### config.mk
export PLATFORM = sky130hd
export DESIGN_NAME = pipe_scroller_flat
export DESIGN_NICKNAME = d
export VERILOG_FILES = /design/src/rtl/pipe_scroller_if.sv /design/src/rtl/pipe_scroller.sv /design/src/flat_wrapper.sv
export SDC_FILE = /design/constraint.sdc
export NUM_CORES = 1
export LEC_CHECK = 0
export CAP_MARGIN = 20
export CORE_MARGIN = 2
export CORE_UTILIZATION = 35
export CTS_BUF_LIST = sky130_fd_sc_hd__clkbuf_8
export CTS_CLUSTER_SIZE = 24
export DETAILED_ROUTE_END_ITERATION = 16
export GPL_ROUTABILITY_DRIVEN = 0
export GPL_TIMING_DRIVEN = 0
export MAX_ROUTING_LAYER = met4
export PLACE_DENSITY_LB_ADDON = 0.15
export REMOVE_ABC_BUFFERS = 1
export SYNTH_ARGS = -nofsm -noshare
export SYNTH_HDL_FRONTEND = slang
export SYNTH_SLANG_ARGS = --single-unit
### constraint.sdc
create_clock -name clk -period 2.58 [get_ports clk]
set_input_delay 0.258 -clock clk [delete_from_list [all_inputs] [get_ports clk]]
set_output_delay 0.258 -clock clk [all_outputs]
set_load 0.03 [all_outputs]
### src/rtl/pipe_scroller_if.sv
`default_nettype none
// ============================================================================
//  Module      : pipe_scroller_if
//  Description : Control, tick and render-port bundle for pipe_scroller.
//                The master side (game controller / tick generator /
//                renderer) drives requests; the slave side (the scroller)
//                returns playfield state.
//  Revision    : 1.0 - initial release
// ============================================================================
interface pipe_scroller_if #(
  parameter int COLS = 16,
  parameter int ROWS = 16
);

  localparam int c_ROW_W = (ROWS > 1) ? $clog2(ROWS) : 1;
  localparam int c_COL_W = (COLS > 1) ? $clog2(COLS) : 1;

  // Game control and pipe-speed tick
  logic               start;
  logic               pause;
  logic               activate;
  logic [c_ROW_W-1:0] bird_row;

  // Renderer column read port
  logic [c_COL_W-1:0] rd_col;
  logic [ROWS-1:0]    rd_data;

  // Status back to the game controller
  logic               running;
  logic               shifted;
  logic               collide;
  logic [7:0]         score;

  modport master (
    output start, pause, activate, bird_row, rd_col,
    input  rd_data, running, shifted, collide, score
  );

  modport slave (
    input  start, pause, activate, bird_row, rd_col,
    output rd_data, running, shifted, collide, score
  );

endinterface
`default_nettype wire

### src/rtl/pipe_scroller.sv
`default_nettype none
// ============================================================================
//  Module      : pipe_scroller
//  Description : Scrolling pipe playfield. Each accepted pipe-speed tick
//                shifts the COLS x ROWS occupancy grid one column left and
//                periodically injects a new pipe column whose gap position
//                comes from a free-running LFSR. Detects the bird hitting a
//                wall and counts pipes that have passed the bird.
//  Revision    : 1.0 - initial release
// ============================================================================
module pipe_scroller #(
  parameter int          COLS        = 16,
  parameter int          ROWS        = 16,
  parameter int          GAP         = 4,
  parameter int          SPAWN_EVERY = 4,
  parameter int          BIRD_COL    = 4,
  parameter logic [15:0] LFSR_SEED   = 16'hACE1
) (
  input  logic           clk,
  input  logic           reset,
  pipe_scroller_if.slave bus
);

  localparam int c_ROW_W = (ROWS > 1) ? $clog2(ROWS) : 1;
  localparam int c_COL_W = (COLS > 1) ? $clog2(COLS) : 1;
  localparam int c_SPW_W = $clog2(SPAWN_EVERY);

  localparam logic [c_SPW_W-1:0] c_SPW_LAST = c_SPW_W'(SPAWN_EVERY - 1);
  localparam logic [c_ROW_W:0]   c_ROWS_EXT = (c_ROW_W + 1)'(ROWS);
  localparam logic [c_COL_W:0]   c_COLS_EXT = (c_COL_W + 1)'(COLS);
  localparam logic [31:0]        c_GAP_MAX  = 32'(ROWS - GAP);
  localparam logic [31:0]        c_GAP_LEN  = 32'(GAP);

  typedef enum logic [1:0] {
    ST_IDLE = 2'd0,
    ST_RUN  = 2'd1,
    ST_HALT = 2'd2
  } state_t;

  state_t             r_state;
  state_t             w_state_nxt;
  logic               w_running;
  logic               w_accept;

  logic [ROWS-1:0]    r_field [COLS];
  logic [15:0]        r_lfsr;
  logic [c_SPW_W-1:0] r_spawn_cnt;
  logic [7:0]         r_score;
  logic               r_collide;
  logic               r_shifted;

  logic               w_lfsr_fb;
  logic [31:0]        w_gap;
  logic [ROWS-1:0]    w_mask;
  logic               w_spawn;
  logic [ROWS-1:0]    w_bird_col;
  logic               w_bird_ok;
  logic               w_hit;
  logic               w_rd_ok;

  // --------------------------------------------------------------------------
  // Gap generator: Fibonacci LFSR (taps 16,14,13,11) advancing every cycle in
  // every state, so the gap pattern depends on when the player starts.
  // --------------------------------------------------------------------------
  assign w_lfsr_fb = r_lfsr[15] ^ r_lfsr[13] ^ r_lfsr[12] ^ r_lfsr[10];

  // Free-running LFSR; a non-zero seed keeps it out of the all-zero lock-up
  always_ff @(posedge clk or negedge reset) begin
    if (!reset) begin
      r_lfsr <= LFSR_SEED;
    end else begin
      r_lfsr <= {r_lfsr[14:0], w_lfsr_fb};
    end
  end

  // Gap start row: low nibble of the LFSR, clamped so the gap fits the column
  always_comb begin
    w_gap = 32'(r_lfsr[3:0]);
    if (w_gap > c_GAP_MAX) begin
      w_gap = c_GAP_MAX;
    end
  end

  // Spawn mask: wall everywhere except rows w_gap .. w_gap+GAP-1
  for (genvar r = 0; r < ROWS; r++) begin : g_mask
    assign w_mask[r] = (32'(r) < w_gap) || (32'(r) >= (w_gap + c_GAP_LEN));
  end

  assign w_spawn = (r_spawn_cnt == '0);

  // --------------------------------------------------------------------------
  // Collision probe. Out-of-range bird rows read as an empty cell.
  // --------------------------------------------------------------------------
  assign w_bird_col = r_field[BIRD_COL];
  assign w_bird_ok  = ({1'b0, bus.bird_row} < c_ROWS_EXT);
  assign w_hit      = w_bird_ok && w_bird_col[bus.bird_row];

  // --------------------------------------------------------------------------
  // Game state machine
  // --------------------------------------------------------------------------

  // State register
  always_ff @(posedge clk or negedge reset) begin
    if (!reset) begin
      r_state <= ST_IDLE;
    end else begin
      r_state <= w_state_nxt;
    end
  end

  // Next state and tick acceptance; a hit outranks a same-cycle tick
  always_comb begin
    w_state_nxt = r_state;
    w_running   = 1'b0;
    w_accept    = 1'b0;
    case (r_state)
      ST_IDLE: begin
        if (bus.start) begin
          w_state_nxt = ST_RUN;
        end
      end
      ST_RUN: begin
        w_running = 1'b1;
        w_accept  = bus.activate & ~bus.pause & ~w_hit;
        if (w_hit) begin
          w_state_nxt = ST_HALT;
        end
      end
      ST_HALT: begin
        w_state_nxt = ST_HALT;
      end
      default: begin
        w_state_nxt = ST_IDLE;
      end
    endcase
  end

  // --------------------------------------------------------------------------
  // Playfield: each column takes its right neighbour on an accepted tick;
  // the entry column loads a fresh pipe or an empty column.
  // --------------------------------------------------------------------------
  for (genvar c = 0; c < COLS; c++) begin : g_col
    if (c == COLS - 1) begin : g_entry
      // Entry column: new pipe on spawn ticks, empty otherwise
      always_ff @(posedge clk or negedge reset) begin
        if (!reset) begin
          r_field[c] <= '0;
        end else if (w_accept) begin
          r_field[c] <= w_spawn ? w_mask : '0;
        end
      end
    end else begin : g_body
      // Interior column: scroll one step left
      always_ff @(posedge clk or negedge reset) begin
        if (!reset) begin
          r_field[c] <= '0;
        end else if (w_accept) begin
          r_field[c] <= r_field[c+1];
        end
      end
    end
  end

  // Spawn phase, pass counter and shift strobe, all advanced by accepted ticks
  always_ff @(posedge clk or negedge reset) begin
    if (!reset) begin
      r_spawn_cnt <= '0;
      r_score     <= 8'd0;
      r_shifted   <= 1'b0;
    end else begin
      r_shifted <= w_accept;
      if (w_accept) begin
        r_spawn_cnt <= (r_spawn_cnt == c_SPW_LAST) ? '0 : r_spawn_cnt + 1'b1;
        // A pipe sitting in the bird column is about to leave it: one pass
        if ((|w_bird_col) && (r_score != 8'hFF)) begin
          r_score <= r_score + 8'd1;
        end
      end
    end
  end

  // Sticky collision flag, set on the cycle the bird cell is a wall in RUN
  always_ff @(posedge clk or negedge reset) begin
    if (!reset) begin
      r_collide <= 1'b0;
    end else if ((r_state == ST_RUN) && w_hit) begin
      r_collide <= 1'b1;
    end
  end

  // --------------------------------------------------------------------------
  // Outputs
  // --------------------------------------------------------------------------
  assign w_rd_ok     = ({1'b0, bus.rd_col} < c_COLS_EXT);
  assign bus.rd_data = w_rd_ok ? r_field[bus.rd_col] : '0;
  assign bus.running = w_running;
  assign bus.shifted = r_shifted;
  assign bus.collide = r_collide;
  assign bus.score   = r_score;

endmodule
`default_nettype wire

### src/flat_wrapper.sv
// flat-port wrapper written by rule: the top's interface ports become plain ports
module pipe_scroller_flat 
#(
  parameter int          COLS        = 16,
  parameter int          ROWS        = 16,
  parameter int          GAP         = 4,
  parameter int          SPAWN_EVERY = 4,
  parameter int          BIRD_COL    = 4,
  parameter logic [15:0] LFSR_SEED   = 16'hACE1
)
  (clk, reset, bus_start, bus_pause, bus_activate, bus_bird_row, bus_rd_col, bus_rd_data, bus_running, bus_shifted, bus_collide, bus_score);
  pipe_scroller_if #(.COLS(COLS), .ROWS(ROWS)) bus_i ();
  input  logic clk;
  input  logic reset;
  input wire logic [$bits(bus_i.start)-1:0] bus_start;
  input wire logic [$bits(bus_i.pause)-1:0] bus_pause;
  input wire logic [$bits(bus_i.activate)-1:0] bus_activate;
  input wire logic [$bits(bus_i.bird_row)-1:0] bus_bird_row;
  input wire logic [$bits(bus_i.rd_col)-1:0] bus_rd_col;
  output wire logic [$bits(bus_i.rd_data)-1:0] bus_rd_data;
  output wire logic [$bits(bus_i.running)-1:0] bus_running;
  output wire logic [$bits(bus_i.shifted)-1:0] bus_shifted;
  output wire logic [$bits(bus_i.collide)-1:0] bus_collide;
  output wire logic [$bits(bus_i.score)-1:0] bus_score;
  assign bus_i.start = bus_start;
  assign bus_i.pause = bus_pause;
  assign bus_i.activate = bus_activate;
  assign bus_i.bird_row = bus_bird_row;
  assign bus_i.rd_col = bus_rd_col;
  assign bus_rd_data = bus_i.rd_data;
  assign bus_running = bus_i.running;
  assign bus_shifted = bus_i.shifted;
  assign bus_collide = bus_i.collide;
  assign bus_score = bus_i.score;
  pipe_scroller #(.COLS(COLS), .ROWS(ROWS), .GAP(GAP), .SPAWN_EVERY(SPAWN_EVERY), .BIRD_COL(BIRD_COL), .LFSR_SEED(LFSR_SEED)) u_core (.clk(clk), .reset(reset), .bus(bus_i));
endmodule
# Yosys cells after proc, flatten, opt, wreduce, memory -nomap -nowiden

Index checks and enable logic that the tools add are counted.

Bits in registers: 286
Output and inout bits: 27
Word-level logic and storage cells: 110
Input bits: 13

Eq/ne operators: 6
Bitwise logic cells: 8
Reductions and logical operators: 23
$add $sub $neg: 3
Mux-type cells: 13
Magnitude comparators: 35

Operators by type and width:

| operator                                                                            | count |
|---|---|
| 4-bit by 32-bit greater-or-equal comparator with 1-bit output, first input constant | 8 |
| 3-bit by 32-bit greater-or-equal comparator with 1-bit output, first input constant | 4 |
| 16-bit binary-select mux with 4-bit select                                          | 1 |
| 1-bit by 32-bit greater-or-equal comparator with 1-bit output, first input constant | 2 |
| 2-bit by 32-bit greater-or-equal comparator with 1-bit output, first input constant | 2 |
| 16-bit 2-to-1 mux                                                                   | 3 |
| 4-bit less-than comparator, first input constant                                    | 8 |
| 1-bit logical OR                                                                    | 16 |
| 3-bit by 4-bit less-than comparator with 1-bit output, first input constant         | 4 |
| 16-bit OR reduction                                                                 | 1 |
| 8-bit by 1-bit adder with 8-bit output, second input constant                       | 1 |
| 1-bit by 4-bit less-than comparator with 1-bit output, first input constant         | 2 |
| 2-bit by 4-bit less-than comparator with 1-bit output, first input constant         | 2 |
| 8-bit != test, second input constant                                                | 1 |
| 2-bit 2-to-1 mux                                                                    | 3 |
| 2-bit one-hot mux with 3 select lines                                               | 1 |
| 4-bit by 3-bit adder with 5-bit output, second input constant                       | 1 |
| 5-bit greater-or-equal comparator, second input constant                            | 1 |
| 4-bit by 5-bit less-than comparator with 1-bit output, second input constant        | 1 |
| 4-bit NOT with 5-bit output                                                         | 1 |
| 1-bit binary-select mux with 4-bit select                                           | 1 |
| 2-bit == test, second input constant                                                | 2 |
| 4-bit greater-than comparator, second input constant                                | 1 |
| 2-bit zero test                                                                     | 2 |
| other kinds (11)                                                                    | 19 |

# Depth between registers and ports, before layout

Word-level depth: 6
Mapped depth: 10
Depth with buffers taken out: 7

# Least setup slack after synthesis

OpenSTA, ideal clock, no wires.

Path kind: in2out
Start point: in bus_rd_col[0]
End point: out bus_rd_data[14]
Data arrival time: 2312 ps
Required time: 2322 ps
Stages: 4
Buffers on the path: 2
Slack: 10 ps
Cells stage by stage: clkbuf_1 buf_1 mux4_2 mux4_2

Cells in the longest elaborated chain, start to end: 4

RTL lines:

| element                                              | line                 | source |
|---|---|---|
| start: declaration                                   | flat_wrapper.sv:19   | `input wire logic [$bits(bus_i.rd_col)-1:0] bus_rd_col;` |
| 4-bit NOT with 5-bit output (not written as such)    | pipe_scroller.sv:195 | `assign bus.rd_data = w_rd_ok ? r_field[bus.rd_col] : '0;` |
| 16-bit binary-select mux with 4-bit select           | pipe_scroller.sv:195 |  |
| 16-bit 2-to-1 mux (not written as such) (2 in a row) | pipe_scroller.sv:195 |  |
| end: declaration                                     | flat_wrapper.sv:20   | `output wire logic [$bits(bus_i.rd_data)-1:0] bus_rd_data;` |

No other way between the ends. The select of a mux whose other input is x is not followed.

# Final worst setup path

Start point: reg u_core.r_field (netlist bit u_core.w_bird_col[3])
End point: reg u_core.r_field[70] (netlist bit)

Cells in the longest elaborated chain, start to end: 5

RTL lines:

| element                                   | line                 | source |
|---|---|---|
| start: declaration                        | pipe_scroller.sv:45  | `logic [ROWS-1:0] r_field [COLS];` |
| start signal: indexed assignment          | pipe_scroller.sv:158 | `r_field[c] <= r_field[c+1];` |
| 1-bit binary-select mux with 4-bit select | pipe_scroller.sv:96  | `assign w_hit = w_bird_ok && w_bird_col[bus.bird_row];` |
| 1-bit 2-to-1 mux (not written as such)    | pipe_scroller.sv:96  |  |
| 1-bit NOT                                 | pipe_scroller.sv:124 | `w_accept = bus.activate & ~bus.pause & ~w_hit;` |
| 1-bit AND                                 | pipe_scroller.sv:124 |  |
| 1-bit 2-to-1 mux                          | pipe_scroller.sv:116 | `case (r_state)` |

No other way between the ends. The select of a mux whose other input is x is not followed.
A chain may end at the register's enable or synchronous reset.

==> results.cfg <==
[sta]
holdWs_ps = 237
finalHoldViolations = 0
slew_viol_final = 0
rsz0062_at_grt = true
final.setup_skew_ps = 16.4
setup_viol = 0
slew_headroom_pct = 50.2
tightest_slew_ps = 747
finalWorstSetupSlack_ps = 23.7
period_share_pct = 99.1
max_freq_mhz = 391
period_needed_ps = 2560

[synth]
ys.flop_type = dfrtp_1
synth_cell_type_count = 37
ys_ff_latch = 286
synth_cells = 1321
avgSynthCellArea_sq_um = 9.87
yosysSeqAreaShare_pct = 55.0
synthArstFlopShare_pct = 100
synth-edff-count = 0
ys.warnings.count = 0
synth.cell_area_sq_um = 13000

[power_and_ir_drop]
irDropWorstVdd_mv = 0.414
p_total_mw = 12.8
power.switching_mw = 3.82
power.leakage_nw = 8.14
combPwrFrac_pct = 18.9
internal_power_mw = 8.97
power_frac_seq_pct = 46.1
power_switching_share_pct = 29.9
p_per_area_nw_per_um2 = 813
power.share.clock_pct = 35.0

[global_route]
grt_antenna_before_repair = 0
grt_overflow = 0
grt_max_degree = 115
grt_pass1_vias = 9700
grtUsageTotal_pct = 18.1
grt_pass1_wl_mm = 53.8

[die]
io_pins = 40
core-area_sq_um = 36600
die_area_sq_um = 38800
rows = 70
die_y_um = 197
start_util_pct = 35.6
dieWidth_um = 197

[route]
dr.pass1.iters = 5
wl_mm = 33.7
drt-initial-drc-count = 600
viasPerCell = 4.97
wl_per_cell_um = 17.8
vias = 9418
final_antenna_net_count = 0
drcViolationCount = 0

[worst_setup_path]
worstPathRequired_ps = 3040
r2r-start = u_core.w_bird_col[3]
crit_fanout = 39
reg2reg_depth = 8
arrival_ps = 3010
r2r_slack_ps = 20
worstReg2RegEnd = u_core.r_field[70]
critPathKind = flop to flop
cp-start-kind = flop
critPathCaptureType = flop

[hold_path]
hold_class = input port to asynchronous set/reset pin

[cts]
cts_buffers = 51
clockRootBuffer = clkbuf_8
cts_buffer_depth = 3
worstSkewPairLatency_ps = 570
cts_tree = done
clkSlewWorstSetupHoldPaths_ps = 60
htree_levels = 2
clock-sinks = 286

[placed_design]
portBuffers = 39
dp_slack_ps = -2030
post_dp_cell_area_sq_um = 13900
hpwlAfterDp_mm = 15.9

[final_layout]
drive_gt1_share_pct = 18.4
diodes = 0
fin_nets = 1411
area_growth_pct = 20.7
postLayoutCellArea_sq_um = 15700

[run]
maxCapViolations = 0

[run_status]
status = finished, final reports clean
-- registers in the layout, indices dropped and copies added (netlist names) --
register and cells:
u_core.r_spawn_cnt 2, u_core.bus.collide 1, u_core.r_lfsr 16, u_core.r_field 240, u_core.w_bird_col 16, u_core.bus.shifted 1
u_core.bus.score 8, u_core.r_state 2
-- worst max-delay path, cell delays in order, from the launching register on --
cell	delay (ps)
dfrtp_2	470
mux4_2	470
mux4_2	530
or2_4	300
buf_6	150
buf_16	150
buf_16	200
nand2_1	80
nand2_1	60
-- area by class of cell --
class | count | area, sq um
Fill cell | 3523 | 20900
Sequential cell | 286 | 7180
Multi-Input combinational cell | 947 | 5530
Timing Repair Buffer | 84 | 1230
Clock buffer | 65 | 895
Tap cell | 468 | 586
Clock inverter | 29 | 200
Inverter | 11 | 67.6
Timing Repair inverter | 4 | 47.5
-- logic make-up after synthesis --
logic type / count (synthesis) / synth area share (%)
AND/OR/NAND/NOR: 792 / 23.4
flip-flops: 286 / 55.0
buffers and inverters: 90 / 2.85
multiplexers: 87 / 15.0
AO/OA/AOI/OAI: 43 / 1.87
adder cells (fa/ha/maj): 13 / 1.25
XOR/XNOR: 10 / 0.672
-- power by group through the flow --
stage | Clock (mW) | Sequential (mW) | Combinational (mW)
detailed placement | 0 | 5.96 | 2.18
floorplan | 0 | 5.79 | 1.48
global route | 4.81 | 6.02 | 2.72
CTS | 4.63 | 5.89 | 2.41
global placement | 0 | 5.95 | 2.12
finish | 4.48 | 5.90 | 2.41
-- through the flow --
step	cells	utilization, %	TNS, ps
2_1_floorplan	1242	-	-1769830
4_1_cts	1887	42.6	0
3_5_place_dp	1758	38.0	-352380
6_report	1894	43.0	0
3_3_place_gp	1749	37.4	-7432940
5_1_grt	1894	43.0	-1130
-- cells in the final DEF, fill, tap and decap left out, drive strengths merged, types with 6 or more instances in the layout --
| cell type | Yosys | layout |
|---|---|---|
| a21oi | 13 | 13 |
| nand2 | 752 | 752 |
| inv | 11 | 29 |
| clkinv | 0 | 12 |
| nand3 | 8 | 8 |
| xor2 | 7 | 7 |
| buf | 31 | 51 |
| clkbuf | 48 | 70 |
| nor2 | 12 | 12 |
| o21ai | 18 | 18 |
| ha | 13 | 13 |
| dfrtp | 278 | 278 |
| clkdlybuf4s15 | 0 | 6 |
| dfstp | 8 | 8 |
| clkdlybuf4s50 | 0 | 18 |
| mux4 | 85 | 85 |
-- what timing repair did --
action,in CTS,in global routing
cloned,17,6
endpoints found under the setup margin,282,202
resized for setup,93,20
hold endpoints to repair,65,0
hold buffers,1,0
pin swaps,1,2
setup buffers,17,1
-- layer usage --
metal | vias to the layer above | GRT usage, % | share of wire (%)
met5 | - | - | 0
met3 | 54 | 2.89 | 3.9
li1 | 4432 | - | -
met2 | 193 | 28.0 | 46
met4 | 0 | 3.98 | 1.6
met1 | 4739 | 25.4 | 48
-- cell usage after synthesis (all sizes together) (3+ instances only) --
library cell    n  area share, %
nor2           12           0.35
nand2         752             22
inv            11           0.32
ha             13            1.2
buf            31            1.2
xor2            7           0.47
nor3            3           0.23
dfrtp         278             53
xnor2           3           0.20
nand3b          5           0.29
a21oi          13           0.50
clkbuf         48            1.4
nor4            4           0.19
mux4           85             15
nand3           8           0.31
o21ai          18           0.69
o21a            3           0.17
dfstp           8            1.6
-- worst max-delay path by stage --
stage	from	end	depth (start not counted)
after detailed placement	bus_bird_row[2]	u_core.r_field[8]	9
after floorplan	u_core.r_state[0]	u_core.r_field[13]	6
final	u_core.w_bird_col[3]	u_core.r_field[70]	8
after global routing	u_core.w_bird_col[0]	u_core.r_field[141]	8
after global placement	bus_bird_row[2]	u_core.r_field[8]	7
after CTS	u_core.w_bird_col[3]	bus_rd_data[3]	4
No activity file was read; power rests on OpenSTA's default activity.
